### config.mk
export PLATFORM = sky130hd
export DESIGN_NAME = bp_me_wormhole_mem_cmd_flit_tx
export DESIGN_NICKNAME = d
export VERILOG_FILES = /design/src/rtl/bp_me_wormhole_mem_cmd_flit_tx.sv
export SDC_FILE = /design/constraint.sdc
export NUM_CORES = 1
export LEC_CHECK = 0
export BUFFER_PORTS_ARGS = -buffer_cell sky130_fd_sc_hd__buf_2
export CAP_MARGIN = 10
export CORE_MARGIN = 2
export CORE_UTILIZATION = 47
export CTS_CLUSTER_SIZE = 10
export DETAILED_ROUTE_END_ITERATION = 8
export GPL_TIMING_DRIVEN = 0
export PLACE_DENSITY = 0.76
export RECOVER_POWER = 50
export SLEW_MARGIN = 20
export SYNTH_ARGS = -nofsm -noshare
export SYNTH_HDL_FRONTEND = slang
export SYNTH_SLANG_ARGS = --single-unit
### constraint.sdc
create_clock -name clk_i -period 8.6 [get_ports clk_i]
set_input_delay 2.58 -clock clk_i [delete_from_list [all_inputs] [get_ports clk_i]]
set_output_delay 2.58 -clock clk_i [all_outputs]
set_load 0.005 [all_outputs]
### src/rtl/bp_me_wormhole_mem_cmd_flit_tx.sv
// Purpose: serialises one encoded mem cmd packet into len+1 wormhole flits, flit 0 carrying cord and len.
// Latency: a packet accepted in cycle N presents flit 0 in cycle N+1; one idle cycle follows each packet's last flit.
// Backpressure: ready_i=0 holds the current flit and index; ready_o is high only while idle and never depends on v_i or ready_i.
module bp_me_wormhole_mem_cmd_flit_tx #(
  parameter int flit_width_p   = 64,
  parameter int cord_width_p   = 4,
  parameter int len_width_p    = 4,
  parameter int packet_width_p = 200
) (
  input  logic                      clk_i,
  input  logic                      reset_i,
  input  logic [packet_width_p-1:0] packet_i,
  input  logic                      v_i,
  output logic                      ready_o,
  output logic [flit_width_p-1:0]   data_o,
  output logic                      v_o,
  input  logic                      ready_i
);

  localparam int max_flits_lp = (packet_width_p + flit_width_p - 1) / flit_width_p;
  localparam int pad_width_lp = max_flits_lp * flit_width_p;

  typedef enum logic {
    e_idle,
    e_send
  } state_e;

  state_e                  state_q, state_d;
  logic [pad_width_lp-1:0] pkt_q,   pkt_d;
  logic [len_width_p-1:0]  last_q,  last_d;
  logic [len_width_p-1:0]  idx_q,   idx_d;
  logic [31:0]             idx_ext;

  // Reset gates ready_o directly so it reads 0 for the whole time reset is held.
  assign ready_o = (state_q == e_idle) && !reset_i;
  assign v_o     = (state_q == e_send);

  // Shifting past the padded packet yields zero, which covers indices beyond max_flits_lp.
  assign idx_ext = 32'(idx_q);
  assign data_o  = flit_width_p'(pkt_q >> (idx_ext * flit_width_p));

  // Next-state: load on the idle handshake, advance the index on each accepted flit.
  always_comb begin
    state_d = state_q;
    pkt_d   = pkt_q;
    last_d  = last_q;
    idx_d   = idx_q;
    case (state_q)
      e_idle: begin
        if (v_i && ready_o) begin
          pkt_d   = pad_width_lp'(packet_i);
          last_d  = packet_i[cord_width_p +: len_width_p];
          idx_d   = '0;
          state_d = e_send;
        end
      end
      e_send: begin
        if (ready_i) begin
          if (idx_q == last_q) begin
            state_d = e_idle;
          end else begin
            idx_d = idx_q + 1'b1;
          end
        end
      end
      default: state_d = e_idle;
    endcase
  end

  // State registers; reset abandons any packet in flight.
  always_ff @(posedge clk_i or posedge reset_i) begin
    if (reset_i) begin
      state_q <= e_idle;
      pkt_q   <= '0;
      last_q  <= '0;
      idx_q   <= '0;
    end else begin
      state_q <= state_d;
      pkt_q   <= pkt_d;
      last_q  <= last_d;
      idx_q   <= idx_d;
    end
  end

endmodule

==> impl_summary.txt, run 1 <==
----------------------------------------------------
[STA]
  Post-layout minimum cycle time ... 5.55 ns
  Worst slew margin relative to its limit ... -0.903
  Tcrit/Tclk final ... 0.646
  Fmax achieved ... 180 MHz
  RSZ-0062 raised after global routing ... no
  Worst-case clock skew ... 0.0130 ns
  Final hold violations ... 0
  Final slew viol count ... 63
  Post-Route Setup TNS ... 0 ns
  Number of setup violations in the final report ... 0
  Final worst hold slack ... 0.469 ns
  Worst-Margin Slew ... 2.84 ns

[Global routing]
  GR Util All Layers ... 0.294
  Global-route wire length before repair ... 48.7 mm
  Maximum number of pins on one net before global-route repair ... 73
  Remaining global-route overflow ... 0
  Via count of the first global-routing pass ... 9054
  Number of antenna violations at the first check in global routing ... 4

[Critical path]
  Worst-case reg-to-reg path depth ... 6
  Internal reg-to-reg setup slack ... 6.43 ns
  Arrival time at the worst endpoint ... 2.97 ns
  Startpoint of the lowest-slack register-to-register path ... v_o$_DFF_PP0_
  Critical Path Start Type ... input pin
  Data required time at the worst endpoint ... 6.02 ns
  Critical-path maximum fanout ... 3
  Worst Path Class, Setup ... in -> out
  Timing startpoint of the critical path ... reset_i
  End of the worst register-to-register path ... pkt_q[129]$_DFFE_PP0P_
  Critical Path Sink Type ... output port

[Clocking]
  Number of buffers on the longest clock path ... 3
  Cts-stage hold buffer count ... 0
  Clock slew at reported path FFs ... 0.06 ns
  CTS tree ... built
  Master cell of the clock root buffer ... sky130_fd_sc_hd__clkbuf_16
  Maximum level of the CTS H-tree ... 1
  Clock sink total ... 205
  TritonCTS buffer count ... 24
  Buffers inserted by post-CTS timing repair ... 0
  Clock latency at the later pin of the worst-skew pair ... 0.50 ns
  PostCTS Resize Cnt ... 0

[Synth]
  Number of enable-type register cells in the synthesized netlist ... 0
  Async SR Flop Fraction ... 1.00
  Register area share after synthesis ... 0.540
  Synthesized instance count ... 1155
  Avg Inst Size Synth ... 8.23 um2
  Main flop type after synthesis ... sky130_fd_sc_hd__dfrtp_1
  Count of different cell masters after synthesis ... 31
  Area fraction of the dominant cell type after synthesis ... 0.540
  Cell with the most instances after synthesis ... sky130_fd_sc_hd__nand2_1
  Synth Cell Area ... 9500 um2
  Biggest area consumer among synthesized cells ... sky130_fd_sc_hd__dfrtp_1
  Post-synth top cells ... sky130_fd_sc_hd__nand2_1 (606), sky130_fd_sc_hd__dfrtp_1 (205), sky130_fd_sc_hd__nor2_1 (114)
  Post-synthesis register bit count ... 205
  Syn_nets ... 1361
  Cell types occupying the most area after synthesis ... sky130_fd_sc_hd__dfrtp_1 (54%), sky130_fd_sc_hd__nand2_1 (24%), sky130_fd_sc_hd__mux2i_1 (6.1%)
  YS warnings ... 0

[Run]
  Max capacitance violation total ... 1

[Die]
  Die ar. ... 21400 um2
  Starting Density ... 0.474
  Number of rows in the core area ... 52
  I/O pin total ... 270
  Core outline area ... 20000 um2
  Die Span Y ... 146 um
  Die width ... 146 um

[Place]
  HPWL reported at the end of detailed placement ... 22.1 mm
  Area of placed instances ... 11200 um2
  Count of placed standard cells including taps ... 1696
  IO Port Bufs ... 269
  Final weighted congestion in routability-driven placement ... 0.833

[Power and ir drop]
  Worst supply voltage drop on vdd ... 211 uV
  Cell Pwr Density ... 383 nW/um2
  Sequential share of power ... 0.380
  Cell-internal power ... 2.72 mW
  Share of power burned in combinational logic ... 0.425
  Leakage power total ... 6.73 nW
  Clk pwr share ... 0.195
  Net Sw Power ... 1.83 mW
  Switching share of power ... 0.403

[Routing]
  Wire length per cell ... 18.5 um
  First drt pass iteration count ... 7
  DRC viols ... 0
  Overall via count from detail_route ... 9011
  Violation count after the first detailed-routing iteration ... 708
  Number of antenna-violating nets in the routed design ... 0
  Via/cell ratio ... 5.21
  Total routed wirelength ... 32.0 mm

[Hold path]
  Number of cells traversed by the worst hold path ... 2
  Hold Path Origin ... pkt_q[70]$_DFFE_PP0P_
  Worst Hold Path EP ... pkt_q[70]$_DFFE_PP0P_
  Hold Path Class ... reg -> reg

[Cells and area]
  Fillcell total ... 1893
  Area grow syn2layout ... 25.1%
  Post-layout instance count excluding filler cells ... 1730
  Nets ... 1658
  Fraction of layout instances using a drive strength above 1 ... 0.247
  Post-route standard cell area excluding fillers ... 11900 um2
  Utilization of the core after routing ... 0.593

[Run status]
  Outcome ... finished with violations
  Violated checks ... capacitance limit, slew limit

----------------------------------------------------
[placed cells by master, fill, tap and decap left out, types with 2 or more instances in the layout]
master	n
sky130_fd_sc_hd__dfrtp_1	205
sky130_fd_sc_hd__diode_2	4
sky130_fd_sc_hd__o21ai_0	2
sky130_fd_sc_hd__nor2_1	114
sky130_fd_sc_hd__buf_2	318
sky130_fd_sc_hd__buf_16	2
sky130_fd_sc_hd__nand3_1	3
sky130_fd_sc_hd__clkbuf_16	25
sky130_fd_sc_hd__buf_1	5
sky130_fd_sc_hd__nor2b_1	8
sky130_fd_sc_hd__inv_1	4
sky130_fd_sc_hd__ha_1	2
sky130_fd_sc_hd__a21oi_1	57
sky130_fd_sc_hd__xor2_2	2
sky130_fd_sc_hd__buf_4	3
sky130_fd_sc_hd__or3_1	2
sky130_fd_sc_hd__clkbuf_1	20
sky130_fd_sc_hd__nand2_1	606
sky130_fd_sc_hd__mux4_2	3
sky130_fd_sc_hd__mux2i_1	58
sky130_fd_sc_hd__mux4_1	4
[layer usage]
layer / vias to the layer above / track usage / routed length, um
met5: - / 0 / 0
met4: 0 / 0.113 / 1270
met3: 86 / 0.0388 / 2310
met2: 431 / 0.481 / 15000
met1: 4301 / 0.405 / 13400
li1: 4193 / - / -
[state kept, by name (all words and copies together) (netlist names)]
register,flops
pkt_q,197
last_q,3
v_o,1
idx_q,4
[worst max-delay path, stage by stage]
cell and delay (ns):
sky130_fd_sc_hd__clkbuf_1 0.09, sky130_fd_sc_hd__nor2_1 0.16, sky130_fd_sc_hd__buf_2 0.14
[worst max path at each step]
stage	to	slack (ns)
global placement	pkt_q[92]$_DFFE_PP0P_	-1.88
finish	ready_o	3.05
CTS	ready_o	3.02
global route	ready_o	3.02
detailed placement	ready_o	3.02
floorplan	idx_q[0]$_DFFE_PP0P_	0.42
[power groups by stage]
stage	logic [mW]	registers, mW	clock network [mW]
floorplan	1.22	1.64	0
global placement	1.87	1.70	0
detailed placement	1.92	1.73	0
CTS	1.93	1.72	0.902
global route	2.15	1.77	0.936
finish	1.94	1.73	0.889
[stage by stage]
| stage | power (mW) | setup slack, ns |
|---|---|---|
| final | 4.55 | 3.05 |
| after global routing | 4.86 | 3.02 |
| after CTS | 4.55 | 3.02 |
| after detailed placement | 3.65 | 3.02 |
| after global placement | 3.57 | -1.88 |
| after floorplan | 2.86 | 0.424 |
[kinds of logic (layout without fill, tap and decap cells)]
logic type / count (synthesis) / count (layout) / synth area share
flops: 205 / 205 / 0.540
simple gates: 739 / 739 / 0.297
fa+ha+maj: 2 / 2 / 0.00263
mux: 66 / 66 / 0.0805
compound gates: 62 / 62 / 0.0356
other cells: 0 / 4 / 0
xor+xnor: 3 / 3 / 0.00435
buf+inv: 78 / 379 / 0.0400
[cell type report]
type	count	area [um2]	area share
antenna	4	10.0	0.000842
buffer	73	355	0.0299
clock buffer	30	644	0.0542
inverter	5	20.0	0.00168
sequential	205	5130	0.432
tap	270	338	0.0284
multi-input combinational	872	3990	0.336
timing repair buffer	271	1400	0.118
Power figures use the tool's default switching activity.
==> run 2, diff against run 1 <==
--- a/config.mk
+++ b/config.mk
@@ -5,14 +5,15 @@
 export SDC_FILE = /design/constraint.sdc
 export NUM_CORES = 1
 export LEC_CHECK = 0
+export ABC_AREA = 1
 export BUFFER_PORTS_ARGS = -buffer_cell sky130_fd_sc_hd__buf_2
 export CAP_MARGIN = 10
 export CORE_MARGIN = 2
-export CORE_UTILIZATION = 47
+export CORE_UTILIZATION = 48
 export CTS_CLUSTER_SIZE = 10
 export DETAILED_ROUTE_END_ITERATION = 8
 export GPL_TIMING_DRIVEN = 0
-export PLACE_DENSITY = 0.76
+export PLACE_DENSITY = 0.77
 export RECOVER_POWER = 50
 export SLEW_MARGIN = 20
 export SYNTH_ARGS = -nofsm -noshare
==> constraint.sdc (replaced) <==
create_clock -name clk_i -period 4.45 [get_ports clk_i]
set_input_delay 1.335 -clock clk_i [delete_from_list [all_inputs] [get_ports clk_i]]
set_output_delay 1.335 -clock clk_i [all_outputs]
set_load 0.005 [all_outputs]
==> run 2 against run 1 <==
Effect of this change: the flow still finishes with violations (capacitance limit, slew limit); combinational power increased by 100%; register-to-register slack worse by 4.3 ns; sequential power rose by 86%; flip-flop and latch count unchanged; core utilization increased by 1.3 points; first-iteration DRC count shrank 47%; largest power group unchanged.
==> impl_summary.txt, run 2 <==
----------------------------------------------------
[Synth]
  Count of different cell masters after synthesis ... 24
  Async SR Flop Fraction ... 1.00
  Main flop type after synthesis ... sky130_fd_sc_hd__dfrtp_1
  Syn_nets ... 1110
  YS warnings ... 0
  Post-synthesis register bit count ... 205
  Cell types occupying the most area after synthesis ... sky130_fd_sc_hd__dfrtp_1 (52%), sky130_fd_sc_hd__mux2_4 (17%), sky130_fd_sc_hd__a21oi_1 (5.9%)
  Cell with the most instances after synthesis ... sky130_fd_sc_hd__dfrtp_1
  Register area share after synthesis ... 0.523
  Synthesized instance count ... 904
  Synth Cell Area ... 9800 um2
  Post-synth top cells ... sky130_fd_sc_hd__dfrtp_1 (205), sky130_fd_sc_hd__nand2_1 (145), sky130_fd_sc_hd__a21oi_1 (115)
  Biggest area consumer among synthesized cells ... sky130_fd_sc_hd__dfrtp_1
  Number of enable-type register cells in the synthesized netlist ... 0
  Avg Inst Size Synth ... 10.8 um2
  Area fraction of the dominant cell type after synthesis ... 0.523

[Routing]
  First drt pass iteration count ... 4
  Via/cell ratio ... 5.37
  DRC viols ... 0
  Number of antenna-violating nets in the routed design ... 0
  Violation count after the first detailed-routing iteration ... 378
  Wire length per cell ... 21.0 um
  Overall via count from detail_route ... 8021
  Total routed wirelength ... 31.3 mm

[Run]
  Max capacitance violation total ... 1

[Power and ir drop]
  Leakage power total ... 6.41 nW
  Worst supply voltage drop on vdd ... 444 uV
  Cell Pwr Density ... 725 nW/um2

[Critical path]
  Worst Path Class, Setup ... reg -> out
  Worst stage delay on the critical path ... 0.55 ns
  Critical Path Sink Type ... output port
  Data required time at the worst endpoint ... 3.12 ns
  Arrival time at the worst endpoint ... 2.48 ns
  Critical Path Start Type ... register
  Worst-case reg-to-reg path depth ... 5
  CP dominant cell by count ... sky130_fd_sc_hd__nand2_1
  Cell-by-cell listing of the critical path ... inv_1 > nand2_1 > inv_2 > clkbuf_1 > nand2_1 > a21oi_1 > buf_2
  Timing startpoint of the critical path ... idx_q[0]$_DFFE_PP0P_
  CP max stage cell ... sky130_fd_sc_hd__clkbuf_1
  Startpoint of the lowest-slack register-to-register path ... v_o$_DFF_PP0_
  Critical-path maximum fanout ... 10

[STA]
  Final slew viol count ... 30
  Worst slew margin relative to its limit ... -0.0932
  Number of setup violations in the final report ... 0
  Final hold violations ... 0
  Worst-Margin Slew ... 1.64 ns
  Fmax achieved ... 262 MHz
  Post-layout minimum cycle time ... 3.82 ns
  Tcrit/Tclk final ... 0.858
  Worst-case clock skew ... 0.0135 ns
  Post-Route Setup TNS ... 0 ns
  Post-route setup slack ... 0.632 ns
  RSZ-0062 raised after global routing ... no

[Clocking]
  Clock slew at reported path FFs ... 0.06 ns
  PostCTS Resize Cnt ... 0
  Buffers inserted by post-CTS timing repair ... 0
  Cts-stage hold buffer count ... 0
  Clock latency at the later pin of the worst-skew pair ... 0.51 ns
  Clock sink total ... 205
  CTS tree ... built
  TritonCTS buffer count ... 25
  Master cell of the clock root buffer ... sky130_fd_sc_hd__clkbuf_16
  Maximum level of the CTS H-tree ... 1
  Number of buffers on the longest clock path ... 3

[Hold path]
  Hold Path Origin ... idx_q[3]$_DFFE_PP0P_
  Hold Path Class ... reg -> reg
  Number of cells traversed by the worst hold path ... 2

[Cells and area]
  Registers with the highest flip-flop counts ... pkt_q x197, idx_q x4, last_q x3
  Number of flip-flops in the largest register ... 197
  Fraction of layout instances using a drive strength above 1 ... 0.395
  Nets ... 1413
  Area grow syn2layout ... 24.8%
  Most common cell after layout, fill and taps aside ... sky130_fd_sc_hd__buf_2
  Most frequent cells in the layout ... sky130_fd_sc_hd__buf_2 (290), sky130_fd_sc_hd__dfrtp_1 (205), sky130_fd_sc_hd__nand2_1 (147)
  Register ranked first by flip-flop count ... pkt_q

[Place]
  IO Port Bufs ... 269
  Final weighted congestion in routability-driven placement ... 0.881
  HPWL reported at the end of detailed placement ... 22.0 mm
  Setup slack after placement ... 1.23 ns

[Die]
  Die width ... 147 um
  Die Span Y ... 147 um
  Core outline area ... 20200 um2
  I/O pin total ... 270
  Starting Density ... 0.486
  Number of rows in the core area ... 52
  Die ar. ... 21600 um2

[Global routing]
  Via count of the first global-routing pass ... 8174
  Number of antenna violations at the first check in global routing ... 12
  Global-route wire length before repair ... 46.4 mm
  GR Util All Layers ... 0.283
  Maximum number of pins on one net before global-route repair ... 36
  Remaining global-route overflow ... 0

[Run status]
  Outcome ... finished with violations
  Violated checks ... capacitance limit, slew limit

----------------------------------------------------
## run 2: worst max-delay path: cells and delay by family, from the launching register on
family	cells	cell delay, ns
AND/OR/NAND/NOR	2	0.24
AO/OA/AOI/OAI	1	0.24
buffers and inverters	4	1.06
flip-flops	1	0.41
## run 2: routing by layer
metal,GRT usage,wire [um],up-vias
met1,0.378,13300,3923
met5,0,12,-
met3,0.0506,1990,90
li1,-,-,3658
met2,0.451,14700,348
met4,0.134,1410,2
## run 2: worst paths after layout
kind | end | slack, ns
setup / recovery | data_o[38] | 0.63
hold / removal | idx_q[3]$_DFFE_PP0P_ | 0.50
setup reg to reg | pkt_q[199]$_DFFE_PP0P_ | 2.10
hold reg to reg | idx_q[3]$_DFFE_PP0P_ | 0.50
max in group asynchronous | pkt_q[156]$_DFFE_PP0P_ | 0.87
min in group asynchronous | pkt_q[136]$_DFFE_PP0P_ | 0.90
## run 2: kinds of logic after synthesis
family	Yosys count	share of synthesized area
compound gates	188	0.110
xor+xnor	1	0.000893
fa+ha+maj	2	0.00255
buf+inv	127	0.0621
flops	205	0.523
mux	144	0.208
simple gates	237	0.0934
## run 2: layout make-up
cell class / count / area (um2)
tap: 270 / 338
clock inverter: 1 / 7.51
fill: 1727 / 7940
antenna: 11 / 27.5
inverter: 65 / 245
clock buffer: 33 / 676
timing repair buffer: 276 / 1410
multi-input combinational: 572 / 4060
sequential: 205 / 5130
buffer: 62 / 343
## run 2: stage by stage
stage	utilization	hold slack, ns	cells	cell area, um2	power, mW
5_1_grt	0.606	0.505	1495	12200	9.39
3_3_place_gp	0.570	0.466	1443	11500	6.91
3_5_place_dp	0.577	0.474	1450	11600	7.07
2_1_floorplan	-	0.442	904	9810	5.65
6_report	0.606	0.496	1495	12200	8.86
4_1_cts	0.611	0.487	1484	12300	8.88
## run 2: power breakdown
part           internal [mW]  switching [mW]  leakage, nW  total, mW
registers               2.75           0.469         2.43       3.22
logic                   1.84            2.04         3.65       3.88
clock network           1.04           0.727        0.330       1.77
==> run 3, diff against run 2 <==
--- a/config.mk
+++ b/config.mk
@@ -5,15 +5,14 @@
 export SDC_FILE = /design/constraint.sdc
 export NUM_CORES = 1
 export LEC_CHECK = 0
-export ABC_AREA = 1
 export BUFFER_PORTS_ARGS = -buffer_cell sky130_fd_sc_hd__buf_2
 export CAP_MARGIN = 10
 export CORE_MARGIN = 2
-export CORE_UTILIZATION = 48
+export CORE_UTILIZATION = 47
 export CTS_CLUSTER_SIZE = 10
 export DETAILED_ROUTE_END_ITERATION = 8
 export GPL_TIMING_DRIVEN = 0
-export PLACE_DENSITY = 0.77
+export PLACE_DENSITY = 0.76
 export RECOVER_POWER = 50
 export SLEW_MARGIN = 20
 export SYNTH_ARGS = -nofsm -noshare
==> run 3 against run 2 <==
Effect of this change: the run still ends with capacitance limit, slew limit left; worst setup slack got worse by 0.034 ns; fmax down 0.88%; flip-flop and latch count is the same; first-iteration DRC count up 67%; via count grew 12%; combinational power shrank 4%; critical path type unchanged; critical endpoint is now data_o[7].
==> impl_summary.txt, run 3 (synthesis results as in run 1) <==
----------------------------------------------------
[Critical path]
  Timing startpoint of the critical path ... idx_q[0]$_DFFE_PP0P_
  Cell-by-cell listing of the critical path ... buf_6 > buf_2 > buf_1 > a21oi_1 > o21ai_0 > buf_2
  Critical Path Sink Type ... output port
  CP max stage cell ... sky130_fd_sc_hd__buf_1
  Critical Path Start Type ... register
  Data required time at the worst endpoint ... 3.12 ns
  Critical-path maximum fanout ... 10
  CP dominant cell by count ... sky130_fd_sc_hd__buf_2
  Startpoint of the lowest-slack register-to-register path ... v_o$_DFF_PP0_
  Arrival time at the worst endpoint ... 2.52 ns
  Worst stage delay on the critical path ... 0.59 ns
  Worst Path Class, Setup ... reg -> out

[Cells and area]
  Registers with the highest flip-flop counts ... pkt_q x197, idx_q x4, last_q x3
  Area grow syn2layout ... 25.7%
  Number of flip-flops in the largest register ... 197
  Most common cell after layout, fill and taps aside ... sky130_fd_sc_hd__nand2_1
  Combined flip-flop and latch cell area ... 5130 um2
  Utilization of the core after routing ... 0.596
  Most frequent cells in the layout ... sky130_fd_sc_hd__nand2_1 (606), sky130_fd_sc_hd__buf_2 (318), sky130_fd_sc_hd__dfrtp_1 (205)
  Post-route standard cell area excluding fillers ... 11900 um2
  Nets ... 1664
  Fraction of layout instances using a drive strength above 1 ... 0.250
  Register ranked first by flip-flop count ... pkt_q
  Area of the multi-input gates ... 3990 um2
  Fillcell total ... 1896

[Die]
  Die width ... 146 um
  Core outline area ... 20000 um2
  Die Span Y ... 146 um
  Die ar. ... 21400 um2
  Starting Density ... 0.474
  Number of rows in the core area ... 52
  I/O pin total ... 270

[Routing]
  DRC viols ... 0
  Violation count after the first detailed-routing iteration ... 630
  Total routed wirelength ... 31.8 mm
  Via/cell ratio ... 5.17
  Number of antenna-violating nets in the routed design ... 0
  Wire length per cell ... 18.3 um
  First drt pass iteration count ... 7
  Overall via count from detail_route ... 8978

[STA]
  Tcrit/Tclk final ... 0.866
  Worst-case clock skew ... 0.0114 ns
  Post-layout minimum cycle time ... 3.85 ns
  Final slew viol count ... 64
  Worst slew margin relative to its limit ... -0.161
  Post-Route Setup TNS ... 0 ns
  Final hold violations ... 0
  Number of setup violations in the final report ... 0
  Fmax achieved ... 260 MHz
  RSZ-0062 raised after global routing ... no
  Worst-Margin Slew ... 1.74 ns

[Global routing]
  Remaining global-route overflow ... 0
  Maximum number of pins on one net before global-route repair ... 35
  Via count of the first global-routing pass ... 8878
  Global-route wire length before repair ... 48.7 mm
  Number of antenna violations at the first check in global routing ... 3
  GR Util All Layers ... 0.295

[Power and ir drop]
  Leakage power total ... 6.77 nW
  Worst supply voltage drop on vdd ... 282 uV
  Cell Pwr Density ... 740 nW/um2

[Clocking]
  Clock slew at reported path FFs ... 0.06 ns
  Clock latency at the later pin of the worst-skew pair ... 0.52 ns
  CTS tree ... built
  TritonCTS buffer count ... 25
  Maximum level of the CTS H-tree ... 1
  Cts-stage hold buffer count ... 0
  PostCTS Resize Cnt ... 0
  Number of buffers on the longest clock path ... 3
  Buffers inserted by post-CTS timing repair ... 0
  Master cell of the clock root buffer ... sky130_fd_sc_hd__clkbuf_16
  Clock sink total ... 205

[Run]
  Max capacitance violation total ... 2

[Hold path]
  Hold Path Class ... reg -> reg
  Hold Path Origin ... pkt_q[130]$_DFFE_PP0P_

[Place]
  IO Port Bufs ... 269
  Area of placed instances ... 11300 um2
  HPWL reported at the end of detailed placement ... 22.4 mm
  Final weighted congestion in routability-driven placement ... 0.858

[Run status]
  Violated checks ... capacitance limit, slew limit
  Outcome ... finished with violations

----------------------------------------------------
## run 3: cell types whose count changed in the layout (fill, tap and decap cells not counted), moves of 34 or more
cell and delta:
sky130_fd_sc_hd__nand2_1 +459, sky130_fd_sc_hd__mux2_4 -110, sky130_fd_sc_hd__inv_1 -59, sky130_fd_sc_hd__a21oi_1 -58, sky130_fd_sc_hd__mux2i_1 +58, sky130_fd_sc_hd__o211ai_1 -52, sky130_fd_sc_hd__nor2_1 +34
## run 3: routing by layer
metal / part of all wire / global-route usage
met2: 0.47 / 0.480
met5: 0 / 0
met3: 0.071 / 0.0375
met1: 0.42 / 0.406
met4: 0.040 / 0.119
## run 3: final timing paths
| check | endpoint | slack (ns) | cells past startpoint |
|---|---|---|---|
| max in group asynchronous | pkt_q[82]$_DFFE_PP0P_ | 0.99 | 5 |
| setup reg to reg | pkt_q[114]$_DFFE_PP0P_ | 2.29 | 6 |
| hold / removal | pkt_q[130]$_DFFE_PP0P_ | 0.47 | 2 |
| setup / recovery | data_o[7] | 0.60 | 6 |
| min in group asynchronous | pkt_q[70]$_DFFE_PP0P_ | 0.81 | 2 |
| hold reg to reg | pkt_q[130]$_DFFE_PP0P_ | 0.47 | 2 |
## run 3: through the flow
step	setup slack [ns]	total power, mW	hold slack (ns)	std cells
CTS	0.570	8.86	0.469	1733
global placement	-0.832	6.90	0.451	1694
finish	0.598	8.84	0.469	1736
floorplan	0.457	5.54	0.437	1155
global route	0.449	9.44	0.484	1736
detailed placement	1.13	7.06	0.455	1701
## run 3: cell type report
type | instances | share of cell area
clock inverter | 3 | 0.00189
sequential | 205 | 0.429
buffer | 73 | 0.0298
clock buffer | 29 | 0.0545
timing repair buffer | 276 | 0.120
multi-input combinational | 872 | 0.334
tap | 270 | 0.0283
inverter | 5 | 0.00168
antenna | 3 | 0.000629
## run 3: worst max-delay path, delay by kind of cell, from the launching register on
kind / cells / cell delay (ns)
buffers and inverters: 4 / 1.21
DFF: 1 / 0.37
AOI/OAI and AO/OA: 2 / 0.42
## run 3: report_power, final
part | leakage [nW] | switching (mW) | internal, mW | total [mW]
Sequential | 2.55 | 0.549 | 2.79 | 3.34
Clock | 0.332 | 0.748 | 1.02 | 1.77
Combinational | 3.88 | 2.26 | 1.47 | 3.74
Total | 6.77 | 3.56 | 5.28 | 8.84
